==> config.mk <==
export PLATFORM = sky130hd
export DESIGN_NAME = signed_bcd_converter
export DESIGN_NICKNAME = d
export VERILOG_FILES = /design/src/rtl/signed_bcd_converter.sv
export SDC_FILE = /design/constraint.sdc
export NUM_CORES = 1
export LEC_CHECK = 0
export CORE_ASPECT_RATIO = 0.5
export CORE_MARGIN = 10
export CORE_UTILIZATION = 50
export DETAILED_ROUTE_END_ITERATION = 12
export PLACE_DENSITY = 0.75
export SYNTH_ARGS = -nofsm -noshare
export SYNTH_HDL_FRONTEND = slang
export SYNTH_SLANG_ARGS = --single-unit
==> constraint.sdc <==
create_clock -name clk -period 2 [get_ports clk]
set_clock_uncertainty 0.2 [all_clocks]
set_input_delay 0.5 -clock clk [delete_from_list [all_inputs] [get_ports clk]]
set_output_delay 0.5 -clock clk [all_outputs]
set_load 0.005 [all_outputs]
==> src/rtl/signed_bcd_converter.sv <==
`timescale 1ns/1ps
// signed_bcd_converter
// Converts a signed 8-bit value into a sign flag and three BCD digits.
// It uses an iterative double-dabble engine with a start/busy/done handshake.
// The digits stay registered and stable between conversions, so the
// seven-segment decoder downstream needs no divide/modulo logic.
//
// state | meaning
// ------+--------------------------------------------------------------
// IDLE  | waiting for start; outputs hold the last result
// SHIFT | eight add-3/shift iterations, one per edge; cnt counts 0..7
module signed_bcd_converter (
    input  logic       clk,
    input  logic       reset,
    input  logic       start,
    input  logic [7:0] value,
    output logic       busy,
    output logic       done,
    output logic       sign,
    output logic [3:0] bcd_hun,
    output logic [3:0] bcd_ten,
    output logic [3:0] bcd_one
);

    typedef enum logic {
        IDLE  = 1'b0,
        SHIFT = 1'b1
    } state_t;

    state_t      state;
    state_t      state_nxt;
    logic [2:0]  cnt;
    logic [7:0]  mag;
    logic [11:0] scratch;
    logic [11:0] scratch_adj;
    logic [11:0] scratch_nxt;
    logic        sign_q;
    logic        last_iter;

    assign last_iter = (state == SHIFT) && (cnt == 3'd7);

    // State register
    always_ff @(posedge clk or posedge reset) begin
        if (reset) begin
            state <= IDLE;
        end else begin
            state <= state_nxt;
        end
    end

    // Next-state logic: start is only looked at in IDLE, so a start during SHIFT is dropped
    always_comb begin
        state_nxt = state;
        case (state)
            IDLE:    if (start)     state_nxt = SHIFT;
            SHIFT:   if (cnt == 3'd7) state_nxt = IDLE;
            default: state_nxt = IDLE;
        endcase
    end

    // Output decode: busy covers exactly the eight shift cycles
    always_comb begin
        busy = (state == SHIFT);
    end

    // Add-3 correction on every nibble >= 5, then the next shifted scratch value
    always_comb begin
        scratch_adj[3:0]   = (scratch[3:0]   >= 4'd5) ? scratch[3:0]   + 4'd3 : scratch[3:0];
        scratch_adj[7:4]   = (scratch[7:4]   >= 4'd5) ? scratch[7:4]   + 4'd3 : scratch[7:4];
        scratch_adj[11:8]  = (scratch[11:8]  >= 4'd5) ? scratch[11:8]  + 4'd3 : scratch[11:8];
        scratch_nxt        = {scratch_adj[10:0], mag[7]};
    end

    // Conversion datapath: operand capture in IDLE, one iteration per SHIFT edge
    always_ff @(posedge clk or posedge reset) begin
        if (reset) begin
            cnt     <= 3'd0;
            mag     <= 8'd0;
            scratch <= 12'd0;
            sign_q  <= 1'b0;
        end else begin
            case (state)
                IDLE: begin
                    if (start) begin
                        sign_q  <= value[7];
                        // -128 negates to 0x80, which is still the right unsigned magnitude
                        mag     <= value[7] ? (~value + 8'd1) : value;
                        scratch <= 12'd0;
                        cnt     <= 3'd0;
                    end
                end
                SHIFT: begin
                    scratch <= scratch_nxt;
                    mag     <= {mag[6:0], 1'b0};
                    cnt     <= cnt + 3'd1;
                end
                default: begin
                    cnt <= 3'd0;
                end
            endcase
        end
    end

    // Result registers: load on the final iteration edge only, otherwise hold
    always_ff @(posedge clk or posedge reset) begin
        if (reset) begin
            done    <= 1'b0;
            sign    <= 1'b0;
            bcd_hun <= 4'd0;
            bcd_ten <= 4'd0;
            bcd_one <= 4'd0;
        end else begin
            done <= last_iter;
            if (last_iter) begin
                // A zero magnitude can only come from a zero value, so there is no negative zero
                sign    <= sign_q;
                bcd_hun <= scratch_nxt[11:8];
                bcd_ten <= scratch_nxt[7:4];
                bcd_one <= scratch_nxt[3:0];
            end
        end
    end

endmodule

==> results of run 1 <==
-- timing repair --
item                       CTS  global route
setup buffers                0             1
gates cloned                 0             0
setup endpoints to repair    2             7
pin swaps                    5             5
resized for setup            7             5
-- where the power goes --
part	switching [W]	internal, W
Combinational	0.000783	0.000921
Sequential	0.000244	0.00114
Clock	0.000264	0.000315
Total	0.00129	0.00238
-- layout make-up --
type,count,area (um^2),area share [%]
clock buffer,8,100,3.90
inverter,12,48.8,1.90
multi-input combinational,131,971,37.8
sequential,39,976,38.0
tap,54,67.6,2.63
timing repair buffer,42,404,15.7
-- final timing paths --
check,cells past startpoint,slack (ns),start,to
setup / recovery,7,0.04,value[1],mag[6]
hold / removal,2,0.28,bcd_hun[0],bcd_hun[0]
setup reg to reg,5,0.11,cnt[0],bcd_one[2]
hold reg to reg,2,0.28,bcd_hun[0],bcd_hun[0]
max in group asynchronous,3,1.05,reset,mag[0]
min in group asynchronous,3,0.35,reset,bcd_ten[2]
-- registers in the layout, indices dropped and copies added (netlist names), 3 cells and up --
signal,flops
bcd_hun,4
bcd_one,4
bcd_ten,4
cnt,3
mag,8
scratch,12
-- kinds of logic after synthesis --
kind of cell,after synthesis
buf+inv,22
fa+ha+maj,9
mux,19
flops,39
simple gates,56
compound gates,41
xor+xnor,6
-- per-stage QoR --
stage                     instance area (um^2)  total power, W  setup TNS [ns]  utilization, %
after detailed placement                  2440         0.00309           -1.28            62.4
final                                     2570         0.00367               0            65.8
after CTS                                 2540         0.00369               0            65.1
after floorplan                           2030         0.00248               0               -
after global placement                    2440         0.00299          -0.972            62.4
after global routing                      2570         0.00396               0            65.8
-- metal layers --
layer  GRT usage [%]  part of all wire (%)
met1            15.0                    47
met4            5.10                   1.1
met5               0                     0
met3            3.31                   5.3
met2            20.0                    47
-- cell usage in the layout, fill, tap and decap left out, types with 2 or more instances in the layout --
| master | Yosys | final |
|---|---|---|
| buf_12 | 0 | 2 |
| nand3_1 | 2 | 2 |
| a21o_1 | 5 | 5 |
| clkdlybuf4s50_1 | 0 | 21 |
| dfrtp_1 | 39 | 39 |
| o21ai_0 | 16 | 16 |
| nor3_1 | 2 | 2 |
| a21oi_1 | 11 | 10 |
| clkdlybuf4s15_1 | 0 | 2 |
| mux2_2 | 8 | 8 |
| xnor2_1 | 5 | 5 |
| clkbuf_8 | 2 | 7 |
| inv_1 | 11 | 10 |
| nor2_1 | 4 | 4 |
| buf_4 | 0 | 15 |
| ha_1 | 9 | 8 |
| o31ai_1 | 2 | 2 |
| mux2i_1 | 11 | 11 |
| nand2_1 | 16 | 16 |
| nor3b_1 | 13 | 13 |
| nand2b_1 | 11 | 11 |
-- worst max-delay path, delay by kind of cell --
family                   cells  cell delay, ns
AND/OR/NAND/NOR              3            0.81
buffers and inverters        2            0.26
AO/OA/AOI/OAI                1            0.20
adder cells (fa/ha/maj)      1            0.16
==> results by group, run 1 <==
Layout
  • P&R area growth vs syn: 26.2%
  • Filler cells: 320
  • Ratio of cells with drive above 1 in the final layout: 17.7%
  • Post-layout nets: 251
  • Antenna cell count: 0
  • Final Non-Filler Cells: 286

Setup path
  • CP Cell Sequence: clkdlybuf4s15_1 > inv_2 > ha_2 > or3b_4 > o31ai_4 > nor4b_2 > or3_1
  • Worst path max stage delay: 0.40 ns
  • Critical path required time: 1.97 ns
  • Crit-path max FO: 2
  • Worst EP arrival: 1.93 ns
  • Crit path capture type: register
  • Setup CP Type: input pin to register
  • Slowest-stage cell, CP: or3b_4
  • CP startpoint kind: input pin

Synthesis
  • Syn Std Cell Area: 2030 um^2
  • Post-synthesis mux area share: 9.84%
  • Adder-cell share of the synthesized area: 5.54%
  • Simple-gate share of the synthesized area: 16.1%
  • Post-synthesis instance total: 192
  • Synth cell count leaders: dfrtp_1 (39), nand2_1 (16), o21ai_0 (16), nor3b_1 (13)
  • Largest cells by area after synthesis: dfrtp_1 (48%), ha_1 (5.5%), mux2i_1 (5.4%), nor3b_1 (4.8%), mux2_2 (4.4%)
  • Compound-gate portion of the synthesized area: 12.8%
  • Count leader, synth: dfrtp_1
  • Yosys top cell by area: dfrtp_1
  • Post-synth top flop: dfrtp_1
  • Net count after synthesis: 212
  • Synth top area share: 48.0%
  • Post-synth EDFFs: 0
  • Sequential area share after synthesis: 48.0%
  • Ys async rst share: 100%
  • Distinct cells, synth: 36
  • Flops & latches, synth: 39
  • Yosys warnings: 0
  • Largest family of logic cells by synthesized area: simple AND/OR/NAND/NOR gates
  • Synthesized area per cell: 10.6 um^2
  • Xor/xnor share of the synthesized area: 2.58%

STA
  • Crit path time final: 1.96 ns
  • Final setup fails: 0
  • Fin crit share: 97.9%
  • Unrepaired setup endpoints after global routing: false
  • Final WS setup: 0.0426 ns
  • Final hold violation count: 0
  • Max-slew violation count: 0
  • Least-Margin Pin Slew: 0.325 ns
  • Hold WS: 0.278 ns
  • Slew Limit Headroom: 78.0%
  • Highest Clock Rate: 511 MHz

Die
  • Row count: 16
  • I/O pin cnt: 26
  • Initial Utilization: 52.1%
  • Core area: 3900 um^2
  • Die ar.: 7180 um^2
  • Die Ht: 65.1 um
  • Die X: 110 um

Detailed routing
  • First-pass iteration count of the detailed router: 4
  • Routed Antenna Nets: 0
  • Post-route DRC violation count: 0
  • Via count: 1486
  • DR WL/cell: 14.2 um
  • WL final: 4060 um
  • Vias/cell: 5.20
  • First DRT Iteration DRCs: 80

Power
  • Pwr dens: 1430 nW/um^2
  • Worst VDD drop: 0.000618 V
  • Pleak: 1.20 nW

Global route
  • Vias in the first global route: 1540
  • Total gr overflow: 0
  • Initial antenna violation count: 0
  • GRT Util Overall: 12.2%
  • First-pass GRT wire length: 6980 um
  • Largest net degree at the start of global routing: 46

CTS
  • Clk pin slew, worst setup/hold paths: 0.07 ns
  • CTS Root Cell: clkbuf_8
  • CTS tree: built
  • Clock buffer depth: 2
  • H-tree depth: 2
  • Clk sink count: 39
  • Clock buffer count from CTS: 5
  • # hold bufs at CTS: 0
  • Clock Latency Late Sink: 0.29 ns

Hold path
  • Min-Delay Path Class: register to register

Placement
  • IO Port Bufs: 25
  • Cells after DPL: 277
  • Pre-CTS setup slack: -0.495 ns
  • Gpl congestion: 0.809
  • HPWL after DPL: 2930 um

Job
  • Max Cap Viol: 0

Run status
  • Status: finished clean
Power figures use the tool's default switching activity.
==> inputs of run 2 (changes only) <==
--- a/config.mk
+++ b/config.mk
@@ -8,6 +8,7 @@
 export CORE_ASPECT_RATIO = 0.5
 export CORE_MARGIN = 10
 export CORE_UTILIZATION = 50
+export CTS_BUF_LIST = sky130_fd_sc_hd__clkbuf_4
 export DETAILED_ROUTE_END_ITERATION = 12
 export PLACE_DENSITY = 0.75
 export SYNTH_ARGS = -nofsm -noshare
==> constraint.sdc (replaced) <==
create_clock -name clk -period 2 [get_ports clk]
set_clock_uncertainty 0.2 [all_clocks]
set_input_delay 0.3 -clock clk [delete_from_list [all_inputs] [get_ports clk]]
set_output_delay 0.3 -clock clk [all_outputs]
set_load 0.005 [all_outputs]
==> results by group, run 2 (synthesized netlist as in run 1, its figures left out) <==
Power
  • Clock share of power: 10.9% (was 15.8%)
  • Worst VDD drop: 0.000439 V (was 0.000618 V)
  • Pint: 0.00217 W (was 0.00238 W)
  • Flop pwr share: 40.5% (was 37.8%)
  • Net Switching: 0.00122 W (was 0.00129 W)
  • Tot Pwr: 0.00340 W (was 0.00367 W)
  • Gate power share: 48.5% (was 46.5%)
  • Pleak: 1.14 nW (was 1.20 nW)
  • Switching share of total power: 36.1% (was 35.2%)
  • Pwr dens: 1380 nW/um^2 (was 1430 nW/um^2)

Layout
  • P&R area growth vs syn: 20.8% (was 26.2%)
  • Largest regs: scratch (12), mag (8) (unchanged)
  • Biggest register: scratch (unchanged)
  • Most frequent cells in the layout: dfrtp_1 (39), clkdlybuf4s50_1 (25), nand2_1 (16), o21ai_0 (16), buf_4 (15) (was dfrtp_1 (39), clkdlybuf4s50_1 (21), nand2_1 (16), o21ai_0 (16), buf_4 (15))
  • Commonest non-fill, non-tap cell in the layout: dfrtp_1 (unchanged)
  • Final Core Density: 62.9% (was 65.8%)
  • Ratio of cells with drive above 1 in the final layout: 15.3% (was 17.7%)
  • Filler cells: 327 (was 320)
  • Post-layout nets: 249 (was 251)
  • Antenna cell count: 0 (unchanged)
  • Design area: 2460 um^2 (was 2570 um^2)
  • Number of flip-flops under the largest register name: 12 (unchanged)

CTS
  • Clock buffer count from CTS: 5 (unchanged)
  • Clock Latency Late Sink: 0.35 ns (was 0.29 ns)
  • CTS Root Cell: clkbuf_4 (was clkbuf_8)
  • Clk pin slew, worst setup/hold paths: 0.12 ns (was 0.07 ns)
  • CTS tree: built (unchanged)
  • H-tree depth: 2 (unchanged)
  • Clock buffer depth: 2 (unchanged)
  • Post-CTS Resized: 0 (was 7)
  • # hold bufs at CTS: 0 (unchanged)
  • Post-CTS Setup Inserts: 0 (unchanged)
  • Clk sink count: 39 (unchanged)

Detailed routing
  • Post-route DRC violation count: 0 (unchanged)
  • First DRT Iteration DRCs: 37 (was 80)
  • Via count: 1435 (was 1486)
  • DR WL/cell: 13.1 um (was 14.2 um)
  • Routed Antenna Nets: 0 (unchanged)
  • WL final: 3710 um (was 4060 um)
  • First-pass iteration count of the detailed router: 4 (unchanged)
  • Vias/cell: 5.07 (was 5.20)

Setup path
  • Top delay family on crit path: simple AND/OR/NAND/NOR gates (unchanged)
  • Buf+Inv Stages, Crit Path: 2 (unchanged)
  • Critical path required time: 2.03 ns (was 1.97 ns)
  • CP Cell Sequence: clkdlybuf4s50_1 > inv_2 > ha_1 > or3b_4 > o31ai_4 > nor4b_1 > or3_1 (was clkdlybuf4s15_1 > inv_2 > ha_2 > or3b_4 > o31ai_4 > nor4b_2 > or3_1)
  • Crit path capture type: register (unchanged)
  • Crit-path max FO: 2 (unchanged)
  • Setup slack, reg-to-reg: 0.13 ns (was 0.11 ns)
  • CP startpoint kind: input pin (unchanged)
  • Worst EP arrival: 1.93 ns (about the same)
  • Slowest-stage cell, CP: clkdlybuf4s50_1 (was or3b_4)
  • Setup CP Type: input pin to register (unchanged)
  • Worst path max stage delay: 0.44 ns (was 0.40 ns)

Global route
  • GRT Util Overall: 11.1% (was 12.2%)
  • First-pass GRT wire length: 6410 um (was 6980 um)
  • Initial antenna violation count: 0 (unchanged)
  • Largest net degree at the start of global routing: 40 (was 46)
  • Total gr overflow: 0 (unchanged)
  • Vias in the first global route: 1407 (was 1540)

Placement
  • IO Port Bufs: 25 (unchanged)
  • Gpl congestion: 0.841 (was 0.809)
  • DP Area: 2400 um^2 (was 2440 um^2)
  • HPWL after DPL: 2790 um (was 2930 um)

STA
  • Fin crit share: 95.0% (was 97.9%)
  • Final hold violation count: 0 (unchanged)
  • Highest Clock Rate: 526 MHz (was 511 MHz)
  • Final setup fails: 0 (unchanged)
  • Max-slew violation count: 0 (unchanged)
  • Unrepaired setup endpoints after global routing: false (unchanged)
  • Least-Margin Pin Slew: 0.488 ns (was 0.325 ns)
  • Crit path time final: 1.90 ns (was 1.96 ns)
  • Slew Limit Headroom: 67.5% (was 78.0%)
  • Hold WS: 0.163 ns (was 0.278 ns)

Die
  • Row count: 16 (unchanged)
  • Initial Utilization: 52.1% (unchanged)
  • Die Ht: 65.1 um (unchanged)
  • Die X: 110 um (unchanged)
  • Core area: 3900 um^2 (unchanged)
  • Die ar.: 7180 um^2 (unchanged)
  • I/O pin cnt: 26 (unchanged)

Job
  • Max Cap Viol: 0 (unchanged)

Run status
  • Status: finished clean (unchanged)

Hold path
  • Min-Delay Path Class: input pin to async pin (was register to register)
## run 2: area by class of cell
class	instances	area, um^2	share of cell area [%]
clock buffer	5	37.5	1.53
tap	54	67.6	2.75
clock inverter	2	8.76	0.356
inverter	12	48.8	1.99
timing repair buffer	40	363	14.8
sequential	39	976	39.7
multi-input combinational	131	956	38.9
## run 2: worst register-to-register path, cell delays in order, from the launching register on
cell and delay (ns):
dfrtp_1 0.42, ha_1 0.21, ha_1 0.17, nand2_1 0.20, clkinvlp_4 0.24, mux2_2 0.32
## run 2: worst paths after layout
check | cells after the start | endpoint | from
max in group asynchronous | 3 | scratch[4] | reset
worst max register to register | 5 | bcd_ten[2] | cnt[0]
min in group clk | 2 | bcd_hun[0] | bcd_hun[0]
worst min register to register | 2 | bcd_hun[0] | bcd_hun[0]
worst max-delay path | 7 | mag[6] | value[1]
worst min-delay path | 3 | bcd_hun[0] | reset
## run 2: metal layers
metal / vias up / share of wire [%] / global-route usage, %
li1: 744 / - / -
met1: 664 / 49 / 13.8
met2: 22 / 45 / 17.9
met3: 5 / 5.1 / 3.21
met4: 0 / 1.5 / 4.30
met5: - / 0 / 0
## run 2: metrics by stage
| step | TNS, ns | setup WS [ns] | instances |
|---|---|---|---|
| after floorplan | 0 | 0.233 | 192 |
| after global placement | -0.346 | -0.241 | 276 |
| after detailed placement | -0.401 | -0.282 | 276 |
| after CTS | 0 | 0.0835 | 283 |
| after global routing | 0 | 0.00881 | 283 |
| final | 0 | 0.0995 | 283 |
## run 2: power by group through the flow
| stage | Sequential [W] | Combinational (W) | Clock [W] |
|---|---|---|---|
| 3_5_place_dp | 0.00140 | 0.00166 | 0 |
| 4_1_cts | 0.00138 | 0.00166 | 0.000383 |
| 2_1_floorplan | 0.00135 | 0.00114 | 0 |
| 6_report | 0.00138 | 0.00165 | 0.000371 |
| 3_3_place_gp | 0.00137 | 0.00161 | 0 |
| 5_1_grt | 0.00143 | 0.00187 | 0.000424 |
==> inputs of run 3 (changes only) <==
--- a/config.mk
+++ b/config.mk
@@ -6,7 +6,6 @@
 export NUM_CORES = 1
 export LEC_CHECK = 0
 export CORE_ASPECT_RATIO = 0.5
-export CORE_MARGIN = 10
 export CORE_UTILIZATION = 50
 export CTS_BUF_LIST = sky130_fd_sc_hd__clkbuf_4
 export DETAILED_ROUTE_END_ITERATION = 12
==> constraint.sdc (replaced) <==
create_clock -name clk -period 2.32 [get_ports clk]
set_clock_uncertainty 0.2 [all_clocks]
set_input_delay 0.348 -clock clk [delete_from_list [all_inputs] [get_ports clk]]
set_output_delay 0.348 -clock clk [all_outputs]
set_load 0.005 [all_outputs]
==> results by group, run 3 (synthesized netlist as in run 1, its figures left out) <==
Run status
  • Status: finished clean (unchanged)

STA
  • Final setup fails: 0 (unchanged)
  • Fin crit share: 84.8%
  • Crit path time final: 1.97 ns
  • Slew Limit Headroom: 68.2% (was 67.5%)
  • Unrepaired setup endpoints after global routing: false (unchanged)
  • Highest Clock Rate: 508 MHz
  • Max-slew violation count: 0 (unchanged)
  • Least-Margin Pin Slew: 0.477 ns (was 0.488 ns)
  • Hold WS: 0.237 ns (was 0.163 ns)
  • Final hold violation count: 0 (unchanged)

CTS
  • H-tree depth: 2 (unchanged)
  • # hold bufs at CTS: 0 (unchanged)
  • CTS tree: built (unchanged)
  • Post-CTS Setup Inserts: 0 (unchanged)
  • Clk sink count: 39 (unchanged)
  • CTS Root Cell: clkbuf_4 (unchanged)
  • Clk pin slew, worst setup/hold paths: 0.10 ns (was 0.12 ns)
  • Clock buffer depth: 2 (unchanged)
  • Clock buffer count from CTS: 5 (unchanged)
  • Post-CTS Resized: 0 (unchanged)
  • Clock Latency Late Sink: 0.34 ns (was 0.35 ns)

Power
  • Pleak: 1.12 nW (was 1.14 nW)
  • Worst VDD drop: 0.000375 V (was 0.000439 V)
  • Pwr dens: 1210 nW/um^2 (was 1380 nW/um^2)

Die
  • Row count: 15 (was 16)
  • I/O pin cnt: 26 (unchanged)
  • Die X: 92.2 um (was 110 um)
  • Die ar.: 4340 um^2 (was 7180 um^2)
  • Initial Utilization: 55.6% (was 52.1%)
  • Die Ht: 47.1 um (was 65.1 um)
  • Core area: 3660 um^2 (was 3900 um^2)

Layout
  • Largest regs: scratch (12), mag (8) (unchanged)
  • Final Non-Filler Cells: 275 (was 283)
  • Post-layout nets: 245 (was 249)
  • Ratio of cells with drive above 1 in the final layout: 12.5% (was 15.3%)
  • Most frequent cells in the layout: dfrtp_1 (39), clkdlybuf4s50_1 (25), nand2_1 (16), o21ai_0 (16), nor3b_1 (13) (was dfrtp_1 (39), clkdlybuf4s50_1 (25), nand2_1 (16), o21ai_0 (16), buf_4 (15))
  • Number of flip-flops under the largest register name: 12 (unchanged)
  • Antenna cell count: 0 (unchanged)
  • Biggest register: scratch (unchanged)
  • P&R area growth vs syn: 18.7% (was 20.8%)
  • Commonest non-fill, non-tap cell in the layout: dfrtp_1 (unchanged)
  • Design area: 2410 um^2 (was 2460 um^2)

Setup path
  • Setup CP Type: input pin to register (unchanged)
  • Critical path required time: 2.34 ns (was 2.03 ns)
  • CP Cell Sequence: clkdlybuf4s50_1 > inv_1 > ha_1 > or3b_4 > o31ai_4 > nor4b_1 > or3_1 (was clkdlybuf4s50_1 > inv_2 > ha_1 > or3b_4 > o31ai_4 > nor4b_1 > or3_1)
  • Worst path max stage delay: 0.42 ns (was 0.44 ns)
  • Slowest-stage cell, CP: clkdlybuf4s50_1 (unchanged)
  • Worst EP arrival: 1.99 ns (was 1.93 ns)
  • Crit-path max FO: 2 (unchanged)
  • Crit path capture type: register (unchanged)
  • CP startpoint kind: input pin (unchanged)

Global route
  • Initial antenna violation count: 0 (unchanged)
  • Vias in the first global route: 1366 (was 1407)
  • Largest net degree at the start of global routing: 40 (unchanged)
  • First-pass GRT wire length: 6130 um (was 6410 um)
  • Total gr overflow: 0 (unchanged)
  • GRT Util Overall: 18.9% (was 11.1%)

Detailed routing
  • First DRT Iteration DRCs: 36 (was 37)
  • Vias/cell: 5.40 (was 5.07)
  • Post-route DRC violation count: 0 (unchanged)
  • WL final: 3510 um (was 3710 um)
  • First-pass iteration count of the detailed router: 4 (unchanged)
  • Via count: 1484 (was 1435)
  • Routed Antenna Nets: 0 (unchanged)
  • DR WL/cell: 12.8 um (was 13.1 um)

Placement
  • HPWL after DPL: 2640 um (was 2790 um)
  • IO Port Bufs: 25 (unchanged)
  • DP Area: 2370 um^2 (was 2400 um^2)
  • Cells after DPL: 269 (was 276)
  • Gpl congestion: 0.767 (was 0.841)

Hold path
  • Min-Delay Path Class: input pin to async pin (unchanged)

Job
  • Max Cap Viol: 0 (unchanged)
-- run 3: layout make-up --
class,count,area [um^2]
multi-input cells,131,952
repair buffers,36,333
fillers,324,1240
well taps,51,63.8
clock buffers,6,45.0
flip-flops and latches,39,976
inverters,12,45.0
-- run 3: per-layer routing --
metal	track usage (%)	vias up	wire [um]
met1	23.7	717	1670
li1	-	730	-
met3	4.85	3	167
met4	7.50	0	14
met5	0	-	0
met2	33.0	34	1670
-- run 3: metrics by stage --
step	total power [W]	setup TNS, ns	setup WS, ns	util, %
finish	0.00292	0	0.352	66.0
global placement	0.00256	0	0.0355	64.8
CTS	0.00294	0	0.355	66.0
floorplan	0.00214	0	0.505	-
global route	0.00319	0	0.267	66.0
detailed placement	0.00262	-0.0140	-0.0140	64.8
-- run 3: worst paths after layout --
kind,end,cells past startpoint,from,slack [ns]
setup / recovery,mag[6],7,value[1],0.35
hold / removal,mag[2],3,reset,0.24
setup reg to reg,bcd_one[1],6,scratch[0],0.42
hold reg to reg,bcd_one[3],2,bcd_one[3],0.29
max in group asynchronous,bcd_ten[0],3,reset,1.34
min in group clk,bcd_one[3],2,bcd_one[3],0.29
-- run 3: critical path: cells and delay by family --
| kind | cells | cell delay (ns) |
|---|---|---|
| AO/OA/AOI/OAI | 1 | 0.18 |
| adder cells (fa/ha/maj) | 1 | 0.15 |
| buffers and inverters | 2 | 0.50 |
| AND/OR/NAND/NOR | 3 | 0.82 |
-- run 3: power by group --
group	leakage, nW	internal (W)	switching (W)
combinational	0.602	0.000777	0.000641
clock	0.0276	0.000120	0.000202
sequential	0.492	0.000981	0.000199
total	1.12	0.00188	0.00104
